File: src/rtl/muldiv_unit.sv
// Iterative RV32M multiply/divide unit: radix-2 shift-add multiply, restoring divide,
// one bit per cycle, with busy/done handshake and flush support.
module muldiv_unit #(
    parameter int XLEN  = 32,
    parameter int TAG_W = 5
) (
    input  logic             clk,
    input  logic             reset,
    input  logic             start,
    input  logic [2:0]       funct3,
    input  logic [XLEN-1:0]  op_a,
    input  logic [XLEN-1:0]  op_b,
    input  logic [TAG_W-1:0] rd_in,
    input  logic             flush,
    output logic             busy,
    output logic             done,
    output logic [XLEN-1:0]  result,
    output logic [TAG_W-1:0] rd_out
);
    localparam int CW = $clog2(XLEN);
    localparam logic [XLEN-1:0] MIN_NEG = {1'b1, {(XLEN-1){1'b0}}};

    typedef enum logic [1:0] {S_IDLE, S_MUL, S_DIV, S_DONE} state_t;
    state_t state, state_nx;

    logic [1:0]        op_q;
    logic [TAG_W-1:0]  rd_q;
    logic              neg_q;
    logic              sa_q;
    logic              special_q;
    logic [CW-1:0]     cnt;
    logic [XLEN-1:0]   opnd_q;
    logic [2*XLEN-1:0] acc;

    logic              accept, last;
    logic              a_signed, b_signed, sa, sb;
    logic [XLEN-1:0]   a_mag, b_mag;
    logic              div_zero, div_ovf;
    logic [XLEN-1:0]   sp_res;

    assign accept   = (state == S_IDLE) && start && !flush;
    assign last     = (cnt == CW'(XLEN-1));
    assign a_signed = funct3[2] ? ~funct3[0] : (funct3[1:0] == 2'b01 || funct3[1:0] == 2'b10);
    assign b_signed = funct3[2] ? ~funct3[0] : (funct3[1:0] == 2'b01);
    assign sa       = a_signed & op_a[XLEN-1];
    assign sb       = b_signed & op_b[XLEN-1];
    assign a_mag    = sa ? -op_a : op_a;
    assign b_mag    = sb ? -op_b : op_b;
    assign div_zero = (op_b == '0);
    assign div_ovf  = ~funct3[0] && (op_a == MIN_NEG) && (op_b == '1);

    always_comb begin
        sp_res = '0;
        if (div_zero)     sp_res = funct3[1] ? op_a : '1;
        else if (div_ovf) sp_res = funct3[1] ? '0 : op_a;
    end

    // Shared accumulator: MUL keeps {product_hi, multiplier}; DIV keeps {remainder, dividend/quotient}.
    logic [XLEN:0]     mul_sum, rem_sh, div_diff;
    logic              q_bit;
    logic [2*XLEN-1:0] mul_nx, div_nx, prod;
    logic [XLEN-1:0]   mul_res, quo, rmd, div_res;

    assign mul_sum  = {1'b0, acc[2*XLEN-1:XLEN]} + {1'b0, (acc[0] ? opnd_q : '0)};
    assign mul_nx   = {mul_sum, acc[XLEN-1:1]};
    assign rem_sh   = {acc[2*XLEN-1:XLEN], acc[XLEN-1]};
    assign div_diff = rem_sh - {1'b0, opnd_q};
    assign q_bit    = ~div_diff[XLEN];
    assign div_nx   = {(q_bit ? div_diff[XLEN-1:0] : rem_sh[XLEN-1:0]), acc[XLEN-2:0], q_bit};

    assign prod    = neg_q ? -mul_nx : mul_nx;
    assign mul_res = (op_q == 2'b00) ? prod[XLEN-1:0] : prod[2*XLEN-1:XLEN];
    assign quo     = neg_q ? -div_nx[XLEN-1:0] : div_nx[XLEN-1:0];
    assign rmd     = sa_q ? -div_nx[2*XLEN-1:XLEN] : div_nx[2*XLEN-1:XLEN];
    assign div_res = op_q[1] ? rmd : quo;

    always_ff @(posedge clk or posedge reset) begin
        if (reset) state <= S_IDLE;
        else       state <= state_nx;
    end

    always_comb begin
        state_nx = state;
        busy     = (state != S_IDLE);
        done     = (state == S_DONE);
        case (state)
            S_IDLE:  if (accept) state_nx = funct3[2] ? S_DIV : S_MUL;
            S_MUL:   if (flush) state_nx = S_IDLE;
                     else if (last) state_nx = S_DONE;
            S_DIV:   if (flush) state_nx = S_IDLE;
                     else if (special_q || last) state_nx = S_DONE;
            S_DONE:  state_nx = S_IDLE;
            default: state_nx = S_IDLE;
        endcase
    end

    always_ff @(posedge clk or posedge reset) begin
        if (reset) begin
            op_q      <= '0;
            rd_q      <= '0;
            neg_q     <= 1'b0;
            sa_q      <= 1'b0;
            special_q <= 1'b0;
            cnt       <= '0;
            opnd_q    <= '0;
            acc       <= '0;
            result    <= '0;
            rd_out    <= '0;
        end else begin
            if (accept) begin
                op_q      <= funct3[1:0];
                rd_q      <= rd_in;
                neg_q     <= sa ^ sb;
                sa_q      <= sa;
                special_q <= funct3[2] && (div_zero || div_ovf);
                cnt       <= '0;
                if (!funct3[2]) begin
                    opnd_q <= a_mag;
                    acc    <= {{XLEN{1'b0}}, b_mag};
                end else begin
                    opnd_q <= b_mag;
                    acc    <= {{XLEN{1'b0}}, (div_zero || div_ovf) ? sp_res : a_mag};
                end
            end else if (state == S_MUL && !flush) begin
                acc <= mul_nx;
                cnt <= cnt + CW'(1);
                if (last) begin
                    result <= mul_res;
                    rd_out <= rd_q;
                end
            end else if (state == S_DIV && !flush) begin
                if (special_q) begin
                    result <= acc[XLEN-1:0];
                    rd_out <= rd_q;
                end else begin
                    acc <= div_nx;
                    cnt <= cnt + CW'(1);
                    if (last) begin
                        result <= div_res;
                        rd_out <= rd_q;
                    end
                end
            end
        end
    end
endmodule

File: config.mk
export PLATFORM = sky130hd
export DESIGN_NAME = muldiv_unit
export DESIGN_NICKNAME = d
export VERILOG_FILES = /design/src/rtl/muldiv_unit.sv
export SDC_FILE = /design/constraint.sdc
export NUM_CORES = 1
export LEC_CHECK = 0
export ABC_AREA = 0
export CORE_MARGIN = 2
export CORE_UTILIZATION = 55
export DETAILED_ROUTE_END_ITERATION = 12
export MAX_ROUTING_LAYER = met4
export PLACE_DENSITY = 0.75
export SKIP_LAST_GASP = 1
export SLEW_MARGIN = 20
export SYNTH_ARGS = -nofsm -noshare
export SYNTH_HDL_FRONTEND = slang
export SYNTH_SLANG_ARGS = --single-unit
File: constraint.sdc
create_clock -name clk -period 12.2 [get_ports clk]
set_clock_uncertainty 0.2 [all_clocks]
set_input_delay 2.44 -clock clk [delete_from_list [all_inputs] [get_ports clk]]
set_output_delay 2.44 -clock clk [all_outputs]
set_load 0.01 [all_outputs]
==> impl_metrics.ini, run 1 <==
[critical_path]
crit_path_cell_trace = inv_1 > ha_1 > inv_1 > fa_1 > a211o_1 > a41o_4 > o2111ai_2 > a2111oi_4 > nor3_2 > nor2_4 > buf_4 > inv_2 > mux2i_1 > ha_1 > inv_1 > or3_1 > nor3b_1 > mux2_2 > nand3_1 > nor4_1 > mux2_2 > o221ai_1 > nand2_1
regToRegStartpoint = acc[31]$_DFFE_PP0P_
crit_top_cell = inv_1
arrival_ns = 7.15
crit_family = simple AND/OR/NAND/NOR gates
required_ns = 12.32
worstSetupPathType = reg -> reg
r2r-end = result[26]$_DFFE_PP0P_
worstSetupEndpointType = flip-flop
crit_buf_inv = 5
crit_path_top_delay_cell = inv_2
crit_fanout = 44
critPathLaunchType = flip-flop
reg2regPathDepth = 23
reg2reg_slack_ns = 5.16
max_stage_delay_ns = 0.52

[routing]
first_pass_iters = 6
vias_per_cell = 6.87
detailroute.via_count = 19500
route.detailed.drc = 0
finalWirelength_um = 70600
dr.first_iter.drc_count = 2952
routedWlPerCell_um = 24.8
ant_nets = 0

[yosys]
synth_seq_cells = 150
yosysWarnings = 0
netlist_area_um2 = 17500
synth_mux_area_share_pct = 2.64
synth_compound_area_share_pct = 29.5
synth_fa_ha_area_share_pct = 5.80
synth_top_family_by_area = compound AO/OA/AOI/OAI gates
synth.top_cells.by_area = dfrtp_1 (21%), nand2_1 (8.5%), xnor2_1 (6.8%)
ys_types = 100
netlist_instances = 2449
yosys-top-cells-count = nand2_1 (397), a21oi_1 (234), o21ai_0 (224)
ys_async_sr_fraction_pct = 100
synth_top_area_share_pct = 21.4
syn_nets = 2605
synth_area_leader_cell = dfrtp_1
ys.flop_type = dfrtp_1
yosysSeqAreaShare_pct = 21.4
yosysMostFrequentCell = nand2_1
syn_avg_cell_area_um2 = 7.15
synth_xor_area_share_pct = 11.1
synth-simple-area-share_pct = 24.0
synth_edf_count = 0

[power_and_ir_drop]
ir_drop_v = 0.000156
p_leak_nw = 8.02
power.share.sequential_pct = 17.6
clockPowerShare_pct = 9.7
switchingPower_w = 0.00347
p_per_area_nw_per_um2 = 313
pwr-share-comb_pct = 72.7
p_int_w = 0.00256
switching_share_pct = 57.5

[floorplan]
core_um2 = 31500
die_x_um = 182
die_h_um = 182
rows = 65
io_pins = 115
initial_core_util_pct = 55.6
dieArea_um2 = 33300

[cts]
root_buffer = clkbuf_16
insertion_delay_ns = 0.46
cts-resized-gates = 0
clock_sinks = 150
ctsHoldBuffers = 0
post_cts_buffers = 0
cts_made_buffers = 17
cts_tree = yes
htree_num_levels = 4
clkTransAtPathRegs_ns = 0.07
cts_max_path_buffers = 2

[timing]
finalMaxSlewViolations = 0
worst-slew-pin-transition_ns = 1.10
fin_hold_ws_ns = 0.267
timing.fmax_ghz = 0.142
slew_headroom_pct = 26.8
min_period_ns = 7.04
hold_viol = 0
fin_crit_sh_pct = 57.7
rsz0062_at_grt = false
setup_viol = 0
fin_tns_setup_ns = 0

[hold_path]
whs_endpoint = rd_out[1]$_DFFE_PP0P_
hold_depth = 2
hold_start = rd_q[1]$_DFFE_PP0P_
holdCritPathClass = reg -> reg

[run_status]
status = finished clean

[placed_design]
io_buffers = 114
place.gp.congestion = 1.09
hpwlAfterDp_um = 54900

[layout]
area_delta_synth_final_pct = 10.1
drive_gt1_share_pct = 4.50
antennaDiodeCount = 0
num-fill-cells = 2852
nets = 2585

[global_routing]
grt-ovfl-total = 0
grt_pass1_vias = 17700
grt_pass1_wl_um = 107000
antenna_found_initial = 0
grt_max_degree = 82
grtUsageTotal_pct = 43.3

[run]
drv_cap = 0
how the worst max path moves through the flow:
stage	end	startpoint	depth (start not counted)	slack [ns]
after floorplan	acc[0]$_DFFE_PP0P_	reset	1	5.52
after global placement	acc[26]$_DFFE_PP0P_	op_b[4]	11	5.39
after detailed placement	result[26]$_DFFE_PP0P_	acc[31]$_DFFE_PP0P_	23	5.35
after CTS	result[26]$_DFFE_PP0P_	acc[31]$_DFFE_PP0P_	23	5.35
after global routing	result[26]$_DFFE_PP0P_	acc[31]$_DFFE_PP0P_	23	4.75
final	result[26]$_DFFE_PP0P_	acc[31]$_DFFE_PP0P_	23	5.16
metrics by stage:
step	utilization (%)	total power, W	cells	instance area, um2	setup slack [ns]
final	61.2	0.00603	2844	19300	5.16
after detailed placement	59.2	0.00524	2811	18600	5.35
after CTS	61.1	0.00583	2843	19200	5.35
after global placement	59.2	0.00519	2811	18600	5.39
after global routing	61.2	0.00635	2844	19300	4.75
after floorplan	-	0.00390	2449	17500	5.52
power groups by stage:
stage                     clock (W)  combinational, W  sequential [W]
after detailed placement          0           0.00420         0.00104
final                      0.000582           0.00438         0.00106
after CTS                  0.000579           0.00422         0.00103
after global placement            0           0.00416         0.00103
after global routing       0.000596           0.00468         0.00107
after floorplan                   0           0.00306        0.000835
final cells by class:
cell class | count | area (um2) | share of cell area, %
Tap cell | 402 | 503 | 2.61
Timing Repair Buffer | 132 | 1290 | 6.70
Sequential cell | 150 | 3750 | 19.5
Inverter | 81 | 309 | 1.60
Multi-Input combinational cell | 2047 | 12800 | 66.4
Clock inverter | 12 | 165 | 0.857
Clock buffer | 20 | 447 | 2.32
cells by family (layout without fill, tap and decap cells):
family	after synthesis	count (layout)
muxes	45	45
and+or+nand+nor	895	895
AOI/OAI and AO/OA	806	806
xor gates and xnor gates	221	221
buffers and inverters	252	245
DFF	150	150
adders and majority gates	80	80
worst reg2reg max path, delay by kind of cell, from the launching register on:
kind                     cells  cell delay [ns]
multiplexers                 3             1.04
AND/OR/NAND/NOR              7             1.96
buffers and inverters        5             1.10
flip-flops                   1             0.51
AO/OA/AOI/OAI                5             1.26
adder cells (fa/ha/maj)      3             0.84
layout by cell type, fill, tap and decap left out, types with 11 or more instances in the layout:
cell and instances:
nand2_1 397, a21oi_1 234, o21ai_0 223, nor2_1 199
dfrtp_1 149, xnor2_1 135, clkdlybuf4s50_1 113, xor2_1 86
ha_1 78, inv_1 76, nor3_1 49, o211ai_1 40
or3_1 39, mux2i_1 36, a211oi_1 35, o31ai_1 34
a21o_1 33, nand3_1 33, o221ai_1 32, nand4_1 31
nor4_1 21, a31oi_1 19, nand2b_1 18, and2_1 17
clkbuf_16 17, buf_4 17, or4_1 13, and3_1 12
o21ai_1 11, a221oi_1 11
sequential cells by signal, indices dropped and copies added (netlist names), 2 cells and up:
name	count
op_q	2
acc	64
cnt	5
rd_q	5
state	2
opnd_q	32
rd_out	5
result	32
routing by layer:
metal | wire length [um] | track usage, % | vias up
li1 | - | - | 8797
met3 | 8520 | 9.86 | 208
met4 | 4110 | 20.6 | 0
met5 | 0 | - | -
met2 | 28800 | 61.1 | 1427
met1 | 29200 | 58.6 | 9117
(Power assumes the default switching activity.)
==> inputs of run 2 (changes only) <==
--- a/config.mk
+++ b/config.mk
@@ -10,7 +10,7 @@
 export CORE_UTILIZATION = 55
 export DETAILED_ROUTE_END_ITERATION = 12
 export MAX_ROUTING_LAYER = met4
-export PLACE_DENSITY = 0.75
+export PLACE_DENSITY = 0.78
 export SKIP_LAST_GASP = 1
 export SLEW_MARGIN = 20
 export SYNTH_ARGS = -nofsm -noshare
==> constraint.sdc (replaced) <==
create_clock -name clk -period 6.08 [get_ports clk]
set_clock_uncertainty 0.2 [all_clocks]
set_input_delay 1.216 -clock clk [delete_from_list [all_inputs] [get_ports clk]]
set_output_delay 1.216 -clock clk [all_outputs]
set_load 0.01 [all_outputs]
==> run 2 against run 1 <==
- sequential share of layout area fell by 0.26 points
- sequential cell count did not move
- combinational power rose by 110%
- final cell count rose by 1.2%
- setup slack got worse by 4.9 ns
- via count rose by 1.2%
- clock power rose by 92%
- sequential power rose by 88%
- maximum frequency rose by 21%
- non-clock buffer count rose by 33
- critical endpoint is now result[21]$_DFFE_PP0P_
- largest power group unchanged
==> impl_metrics.ini, run 2 (synthesis results as in run 1) <==
[routing]
detailroute.via_count = 19800
ant_nets = 0
dr.first_iter.drc_count = 3038
route.detailed.drc = 0
routedWlPerCell_um = 24.9
finalWirelength_um = 71700
first_pass_iters = 6
vias_per_cell = 6.87

[floorplan]
core_um2 = 31500
initial_core_util_pct = 55.6
die_x_um = 182
rows = 65
io_pins = 115
die_h_um = 182
dieArea_um2 = 33300

[global_routing]
grt_pass1_wl_um = 109000
grt_pass1_vias = 18000
grt-ovfl-total = 0
grt_max_degree = 92
grtUsageTotal_pct = 43.9
grtUsageMet1_pct = 57.9
use_met2_pct = 64.9
met3_usage_pct = 10.1
antenna_found_initial = 2
busiest_layer = met2

[hold_path]
whs_endpoint = result[21]$_DFFE_PP0P_
hold_start = result[21]$_DFFE_PP0P_
holdCritPathClass = reg -> reg
hold_depth = 2

[layout]
register_area_um2 = 3750
largest_register_ffs = 64
area_delta_synth_final_pct = 11.6
final_common_cell = nand2_1
num-fill-cells = 2825
nets = 2618
post-route-util_pct = 62.1
final_cell_mix = nand2_1 (397), a21oi_1 (234), o21ai_0 (223)
top_regs = acc x64, opnd_q x32, result x32
largest_register = acc
multi_input_area_um2 = 12800
drive_gt1_share_pct = 6.18

[placed_design]
place.gp.congestion = 1.07
io_buffers = 114
hpwlAfterDp_um = 55300

[power_and_ir_drop]
p_leak_nw = 8.17
ir_drop_v = 0.000438
p_per_area_nw_per_um2 = 620

[timing]
hold_viol = 0
timing.fmax_ghz = 0.173
fin_tns_setup_ns = 0
min_period_ns = 5.79
worst-slew-pin-transition_ns = 1.07
rsz0062_at_grt = false
slew_headroom_pct = 27.8
fin_crit_sh_pct = 95.3
finalMaxSlewViolations = 0
setup_viol = 0

[critical_path]
crit_fanout = 16
required_ns = 6.27
regToRegStartpoint = acc[0]$_DFFE_PP0P_
reg2reg_slack_ns = 0.29
reg2regPathDepth = 15
arrival_ns = 5.98
worstSetupPathType = reg -> reg
critPathLaunchType = flip-flop
worstSetupEndpointType = flip-flop
r2r-end = result[21]$_DFFE_PP0P_

[cts]
root_buffer = clkbuf_16
clock_sinks = 150
insertion_delay_ns = 0.47
cts_max_path_buffers = 2
clkTransAtPathRegs_ns = 0.09
cts_tree = yes
htree_num_levels = 4
cts_made_buffers = 17

[run_status]
status = finished clean

[run]
drv_cap = 0
==> run 2: how the worst max path moves through the flow <==
stage | startpoint | endpoint | slack [ns] | depth (start not counted)
after global placement | acc[49]$_DFFE_PP0P_ | result[26]$_DFFE_PP0P_ | 0.37 | 19
final | acc[0]$_DFFE_PP0P_ | result[21]$_DFFE_PP0P_ | 0.29 | 15
after CTS | acc[49]$_DFFE_PP0P_ | result[26]$_DFFE_PP0P_ | 0.04 | 19
after global routing | acc[31]$_DFFE_PP0P_ | result[26]$_DFFE_PP0P_ | 0.04 | 22
after floorplan | acc[31]$_DFFE_PP0P_ | result[26]$_DFFE_PP0P_ | 0.29 | 26
after detailed placement | acc[49]$_DFFE_PP0P_ | result[26]$_DFFE_PP0P_ | 0.1 | 19
==> run 2: routing by layer <==
metal | share of wire [%] | vias up
li1 | - | 8865
met1 | 41 | 9427
met2 | 43 | 1316
met3 | 12 | 180
met4 | 4.6 | 0
met5 | 0 | -
==> run 2: worst max-delay path, cell delays in order, from the launching register on <==
cell      delay [ns]
dfrtp_1         0.46
inv_1           0.59
nor2_1          0.25
fa_1            0.53
a21o_1          0.24
a31oi_1         0.29
o211a_1         0.44
o21ai_0         0.25
o22a_1          0.24
xor2_1          0.25
nor4_4          0.58
a31oi_1         0.18
xnor2_1         0.23
a221oi_1        0.41
o21ai_0         0.39
nand2_1         0.16
==> run 2: power breakdown <==
part / leakage (nW) / internal [W] / switching (W)
clock: 0.294 / 0.000556 / 0.000563
sequential: 1.95 / 0.00140 / 0.000586
combinational: 5.92 / 0.00321 / 0.00580
==> run 2: cell type report <==
cell class                 instances  area share [%]
inverter                          81            1.58
sequential                       150            19.2
multi-input combinational       2047            65.7
clock inverter                    15           0.916
clock buffer                      17            2.18
timing repair buffer             165            7.78
antenna                            2          0.0256
tap                              402            2.57
==> run 2: repair_timing <==
item,CTS,global route
hold buffers,0,0
setup endpoints to repair,0,11
gates resized for setup,0,8
setup buffers,0,0
endpoints found under the hold margin,0,0
==> run 2: metrics by stage <==
| stage | total power [W] | instances | hold slack [ns] | setup slack, ns | cell area, um2 |
|---|---|---|---|---|---|
| 4_1_cts | 0.0117 | 2877 | 0.273 | 0.0446 | 19500 |
| 3_3_place_gp | 0.0105 | 2845 | 0.248 | 0.375 | 18900 |
| 2_1_floorplan | 0.00782 | 2449 | 0.239 | 0.294 | 17500 |
| 5_1_grt | 0.0128 | 2879 | 0.290 | 0.0362 | 19500 |
| 6_report | 0.0121 | 2879 | 0.267 | 0.286 | 19500 |
| 3_5_place_dp | 0.0106 | 2845 | 0.256 | 0.0950 | 18900 |
